===== src/rtl/fetch_stage.sv =====
// Instruction-fetch stage with IF/ID register: PC, single-outstanding valid/ack
// fetch with a one-entry hold buffer, redirect draining, stall and flush handling.
module fetch_stage #(
  parameter logic [31:0] RESET_PC = 32'h0000_0000
) (
  input  logic        clk,
  input  logic        rst,
  input  logic        PCSrcE,
  input  logic [31:0] PCTargetE,
  input  logic        StallD,
  input  logic        FlushD,
  output logic        imem_req,
  output logic [31:0] imem_addr,
  input  logic        imem_ack,
  input  logic [31:0] imem_rdata,
  output logic [31:0] InstrD,
  output logic [31:0] PCD,
  output logic [31:0] PCPlus4D,
  output logic        ValidD
);

  localparam logic [31:0] NOP = 32'h0000_0013;

  typedef enum logic [1:0] {
    REQ   = 2'd0,
    DRAIN = 2'd1,
    HOLD  = 2'd2
  } state_t;

  state_t      state;
  logic [31:0] pcf;
  logic [31:0] addr_f;
  logic [31:0] hold_instr;
  logic [31:0] hold_pc;
  logic [31:0] target;
  logic [31:0] addr_plus4;
  logic [31:0] hold_plus4;
  logic        ack;

  assign target     = PCTargetE & 32'hFFFF_FFFC;
  assign addr_plus4 = addr_f + 32'd4;
  assign hold_plus4 = hold_pc + 32'd4;
  // an ack outside an active request is not a response
  assign ack        = imem_ack && (state != HOLD);
  assign imem_req   = rst && (state != HOLD);
  assign imem_addr  = addr_f;

  // Fetch FSM, PC/address registers, hold buffer and IF/ID register
  always_ff @(posedge clk) begin
    if (!rst) begin
      state      <= REQ;
      pcf        <= RESET_PC;
      addr_f     <= RESET_PC;
      hold_instr <= NOP;
      hold_pc    <= 32'd0;
      InstrD     <= NOP;
      PCD        <= 32'd0;
      PCPlus4D   <= 32'd0;
      ValidD     <= 1'b0;
    end else if (PCSrcE) begin
      pcf    <= target;
      InstrD <= NOP;
      ValidD <= 1'b0;
      // the address may only move once no request is left outstanding
      case (state)
        REQ, DRAIN: begin
          if (ack) begin
            addr_f <= target;
            state  <= REQ;
          end else begin
            state  <= DRAIN;
          end
        end
        HOLD: begin
          addr_f <= target;
          state  <= REQ;
        end
        default: begin
          addr_f <= target;
          state  <= REQ;
        end
      endcase
    end else begin
      case (state)
        REQ: begin
          if (ack) begin
            pcf <= addr_plus4;
            if (StallD) begin
              hold_instr <= imem_rdata;
              hold_pc    <= addr_f;
              state      <= HOLD;
            end else begin
              addr_f <= addr_plus4;
              state  <= REQ;
            end
          end else begin
            state <= REQ;
          end
        end
        DRAIN: begin
          if (ack) begin
            addr_f <= pcf;
            state  <= REQ;
          end else begin
            state <= DRAIN;
          end
        end
        HOLD: begin
          if (!StallD) begin
            addr_f <= pcf;
            state  <= REQ;
          end else begin
            state <= HOLD;
          end
        end
        default: state <= REQ;
      endcase

      if (FlushD) begin
        InstrD <= NOP;
        ValidD <= 1'b0;
      end else if (!StallD) begin
        case (state)
          REQ: begin
            if (ack) begin
              InstrD   <= imem_rdata;
              PCD      <= addr_f;
              PCPlus4D <= addr_plus4;
              ValidD   <= 1'b1;
            end else begin
              InstrD <= NOP;
              ValidD <= 1'b0;
            end
          end
          HOLD: begin
            InstrD   <= hold_instr;
            PCD      <= hold_pc;
            PCPlus4D <= hold_plus4;
            ValidD   <= 1'b1;
          end
          default: begin
            InstrD <= NOP;
            ValidD <= 1'b0;
          end
        endcase
      end else begin
        ValidD <= ValidD;
      end
    end
  end

endmodule


===== config.mk =====
export PLATFORM = sky130hd
export DESIGN_NAME = fetch_stage
export DESIGN_NICKNAME = d
export VERILOG_FILES = /design/src/rtl/fetch_stage.sv
export SDC_FILE = /design/constraint.sdc
export NUM_CORES = 1
export LEC_CHECK = 0
export BUFFER_PORTS_ARGS = -buffer_cell sky130_fd_sc_hd__clkbuf_2
export CORE_MARGIN = 2
export CORE_UTILIZATION = 50
export CTS_BUF_LIST = sky130_fd_sc_hd__clkbuf_4 sky130_fd_sc_hd__clkbuf_8 sky130_fd_sc_hd__clkbuf_16
export CTS_CLUSTER_SIZE = 28
export DETAILED_ROUTE_END_ITERATION = 16
export MAX_ROUTING_LAYER = met4
export PLACE_DENSITY = 0.81
export SLEW_MARGIN = 15
export SYNTH_ARGS = -nofsm -noshare
export SYNTH_HDL_FRONTEND = slang
export SYNTH_SLANG_ARGS = --single-unit

===== constraint.sdc =====
create_clock -name clk -period 3.61 [get_ports clk]
set_input_delay 0.722 -clock clk [delete_from_list [all_inputs] [get_ports clk]]
set_output_delay 0.722 -clock clk [all_outputs]
set_load 0.005 [all_outputs]

After elaboration in Yosys (flattened, before gate mapping). Cells that the tools add are included.

Register bits after elaboration: 227. Input port bits: 70. Output and inout bits: 130. Logic and storage cells: 65.

Add/sub/neg operators: 2. Equality and inequality tests: 9. Mux-type cells: 25. Bitwise gates (word level): 4. Reductions and logical operators: 15.

Operator list (count): $mux W32 (13); $pmux W32 S2 (3); $pmux W32 S3 (1); $add A32 B3 Y32 const B (2); $ne A3 B3 Y1 const B (5); $mux W2 (3); $pmux W2 S3 (1); $reduce_and A6 Y1 (1); $reduce_bool A2 Y1 (3); $reduce_and A5 Y1 (1); $ne A2 B2 Y1 const B (2); $not A1 Y1 (4); $reduce_and A2 Y1 (2); $reduce_and A4 Y1 (1); $reduce_bool A4 Y1 (1); $reduce_or A2 Y1 (2); $mux W1 (3); $reduce_or A3 Y1 (1); $eq A2 B1 Y1 const B (1); $eq A2 B2 Y1 const B (1); $logic_and A1 B1 Y1 (2); $logic_not A2 Y1 (1); $pmux W1 S2 (1).

Longest topological paths before layout.
Word-level depth: 5. Mapped depth: 11. Depth with buffers taken out: 7.

Worst setup path before layout. Ideal clock, no wire load.

Path kind: reg-to-reg. From: register addr_f[3], in the netlist imem_addr[3]. To: register addr_f[26], in the netlist imem_addr[26]. Library setup time: 58 ps. Arrival time: 2119 ps. Data required time: 3552 ps. Path slack: 1432 ps. Cell stages (with the launch flop): 8. Buffers on the path: 1. Clock period less this slack: 2178 ps. Cell sequence: dfxtp_1 > ha_1 > nand4_2 > or3_4 > buf_6 > or4_1 > a21oi_1 > o21a_1.

Word-level cells in the longest chain between the ends: 5.

Ends and longest elaborated chain: from (decl) (line 32) `logic [31:0] addr_f;`; from (signal assigned) (line 68) `addr_f <= target;`; from (signal assigned) (line 75) `addr_f <= target;`; from (signal assigned) (line 79) `addr_f <= target;`; $add A32 B3 Y32 (line 41) `assign addr_plus4 = addr_f + 32'd4;`; $mux W32 (line 88) `if (StallD) begin`; $mux W32 (line 86) `if (ack) begin`; $pmux W32 S3 (line 84) `case (state)`; $mux W32 (line 60) `end else if (PCSrcE) begin`.

No other way between the ends. The select of a mux whose other input is x is not followed. A chain may end at the register's enable or synchronous reset.

Worst setup path in the final report.
From: register state[0]. To: register PCPlus4D[14].

Word-level cells in the longest chain between the ends: 4. Elaborated cells between the ends (all ways): 8. Those cells by class: 3 x eq/ne; 1 x mux; 4 x reduce/logical.

Ends and longest elaborated chain: from (decl) (line 30) `state_t state;`; from (signal assigned) (line 51) `state <= REQ;`; from (signal assigned) (line 69) `state <= REQ;`; from (signal assigned) (line 71) `state <= DRAIN;`; $ne A2 B2 Y1 (line 44) `assign ack = imem_ack && (state != HOLD);`; $logic_and A1 B1 Y1 (line 44); $ne A2 B2 Y1 (no source line); $reduce_and A5 Y1 (no source line); to (signal assigned) (line 128) `PCPlus4D <= addr_plus4;`; to (signal assigned) (line 138) `PCPlus4D <= hold_plus4;`; to (decl) (line 18) `output logic [31:0] PCPlus4D,`.

Several ways; a longest one is shown, not always the timed one.

==> results.json <==
{
  "holdBufCountCts": 0,
  "grt-ovfl-total": 0,
  "synth_fa_ha_area_share_pct": 0.6723,
  "cts_setup_buffers": 0,
  "clock_sinks": 225,
  "worstSetupPathType": "flip-flop to flip-flop",
  "synthSimpleGateAreaFrac_pct": 24.15,
  "cts_tree": "done",
  "synth_top_family_by_area": "simple AND/OR/NAND/NOR gates",
  "vias": 11531,
  "rows": 54,
  "cp-start-kind": "flip-flop",
  "final-setup-viol-count": 0,
  "clockRootBuffer": "clkbuf_16",
  "ys_types": 69,
  "clkLatencyLatePin_ns": 0.53,
  "die_area_mm2": 0.02354,
  "rsz0062_at_grt": "no",
  "synth_xor_area_share_pct": 1.804,
  "first_pass_iters": 5,
  "synth_edf_count": 0,
  "ctsHtreeMaxLevel": 1,
  "mappedNetlistNets": 1531,
  "leakage_nw": 4.857,
  "max_freq_ghz": 0.3476,
  "wl_per_cell_um": 18.91,
  "grt_pass1_wl_mm": 56.04,
  "die_y_um": 153.4,
  "ff2ff_path_depth": 8,
  "grt_util_all_layers_pct": 29.63,
  "ys_seq_area_share_pct": 40.34,
  "synth_ff_type": "dfxtp_1",
  "ir_drop_mv": 0.4072,
  "io_pins": 200,
  "clk_pin_slew_ns": 0.06,
  "fin_crit_sh_pct": 79.69,
  "finalPower_w": 0.005997,
  "crit_cells": 8,
  "crit_path_top_delay_cell": "a2111oi_2",
  "path_max_fanout": 74,
  "final_common_cell": "dfxtp_1",
  "synthArstFlopShare_pct": 0,
  "yosys_warnings": 0,
  "ys_seq_elements": 225,
  "start_util_pct": 51.01,
  "drt_iter0_drc": 1112,
  "max-slew-margin-rel_pct": 29.35,
  "syn_area_mm2": 0.01117,
  "cts_resized": 0,
  "die_x_um": 153.4,
  "tightest_slew_ns": 1.060,
  "hold_path_class": "primary input to flip-flop",
  "drive_gt1_share_pct": 18.97,
  "postSynthAreaPerCell_um2": 7.674,
  "vias_per_cell": 6.176,
  "final_nets": 1645,
  "drcViolationCount": 0,
  "min_path_cells": 3,
  "ant_nets": 0,
  "grt_start_max_net_pins": 93,
  "diodes": 0,
  "core-area_mm2": 0.02189,
  "crit_family": "compound AO/OA/AOI/OAI gates",
  "gp_congestion": 1.032,
  "status": "finished, final reports clean",
  "drv_slew": 0,
  "synthMuxAreaShare_pct": 3.877,
  "synth_compound_area_share_pct": 23.18,
  "finalNonFillerCells": 1867,
  "cp_cell_sequence": "inv_1 -> ha_4 -> nand3b_1 -> buf_4 -> a2111oi_2 -> buf_12 -> nand2_1 -> o31ai_1",
  "cts_buffer_depth": 3,
  "cp.arrival_ns": 3.30,
  "synthToLayoutAreaGrowth_pct": 17.00,
  "fin_skew_ns": 0.01579,
  "antenna_found_initial": 0,
  "routed_wirelength_mm": 35.31,
  "fill_cells": 1964,
  "path_buf_inv": 3,
  "syn_inst": 1455,
  "cap_violations": 0,
  "post-dp-hpwl_mm": 23.99,
  "grt_pass1_vias": 10558,
  "critical-path-max-stage-delay_ns": 0.43,
  "fin_crit_ns": 2.877,
  "mostFrequentLayoutCells": "dfxtp_1 (225), nand2_1 (214), clkbuf_2 (197), nor2_1 (165), a21oi_1 (154)",
  "fin_setup_tns_ns": 0,
  "portBuffers": 197,
  "cts_inserted_buffers": 25,
  "endpoint_kind": "flip-flop",
  "required_ns": 4.03,
  "finalHoldViolCount": 0,
  "place_inst": 1822,
  "powerDensity_mw_per_mm2": 459.1
}
-- through the flow --
| stage | hold slack (ns) | worst slack (ns) | util [%] | area, µm² |
|---|---|---|---|---|
| after floorplan | 0.4360 | 1.432 | - | 11170 |
| after global placement | 0.4416 | 0.7962 | 55.76 | 12210 |
| after detailed placement | 0.4469 | 0.7117 | 55.76 | 12210 |
| after CTS | 0.4108 | 0.6802 | 59.64 | 13060 |
| after global routing | 0.4122 | 0.4563 | 59.68 | 13060 |
| final | 0.4206 | 0.7333 | 59.68 | 13060 |
-- registers in the layout, summed over array words and instances (netlist names) --
name and flops:
InstrD 32, pcf 32, ValidD 1, hold_instr 32
state 2, hold_pc 32, PCD 32, PCPlus4D 30
imem_addr 32
-- path summary, 6_finish.rpt --
path         slack (ns)             end      startpoint
min                0.42  hold_instr[14]  imem_rdata[14]
min reg2reg        0.46   hold_instr[9]   hold_instr[9]
max                0.73    PCPlus4D[14]        state[0]
max reg2reg        0.73    PCPlus4D[14]        state[0]
-- report_power, final --
group | total [W] | internal, W | switching [W]
Clock | 0.00262 | 0.00159 | 0.00103
Sequential | 0.00268 | 0.00257 | 0.000109
Combinational | 0.000691 | 0.000254 | 0.000437
Total | 0.00600 | 0.00442 | 0.00158
-- layout make-up --
| type | count | area [µm²] | share of cell area [%] |
|---|---|---|---|
| Sequential cell | 225 | 4504 | 34.48 |
| Clock inverter | 7 | 88.84 | 0.6800 |
| Timing Repair Buffer | 230 | 1259 | 9.635 |
| Clock buffer | 38 | 760.7 | 5.823 |
| Tap cell | 280 | 350.3 | 2.682 |
| Multi-Input combinational cell | 1070 | 6035 | 46.19 |
| Inverter | 17 | 66.31 | 0.5076 |
-- metal layers --
metal  track usage [%]  vias up  share of wire [%]
li1                  -     5422                  -
met1             38.87     5305                 40
met2             44.62      685                 44
met3             6.720      119                 11
met4             11.36        0                3.8
met5                 -        -                  0
-- cells by family after synthesis --
family                   Yosys count
AND/OR/NAND/NOR                  588
AO/OA/AOI/OAI                    410
flip-flops                       225
buffers and inverters            160
multiplexers                      43
XOR/XNOR                          23
adder cells (fa/ha/maj)            6
-- synth_stat cells (12+ instances only) --
master	count	area, µm²
dfxtp_1	225	4504
nand2_1	215	807.0
nor2_1	165	619.3
a21oi_1	154	770.7
clkbuf_1	93	349.1
o21ai_0	60	300.3
nand3_1	58	290.3
mux2i_1	41	410.4
a211oi_1	38	285.3
a22oi_1	38	285.3
nor3_1	38	190.2
buf_2	31	155.2
nand4_1	22	137.6
nor4_1	22	137.6
o31ai_1	22	165.2
inv_1	14	52.55
a31oi_1	13	81.33
buf_1	12	45.04
o211ai_1	12	90.09
or3_1	12	75.07
xnor2_1	12	105.1
-- worst min-delay path, cell delays in order --
cell and delay [ns]:
clkbuf_2 0.09, nand2_1 0.05, a21oi_1 0.05
(Power assumes the default switching activity.)
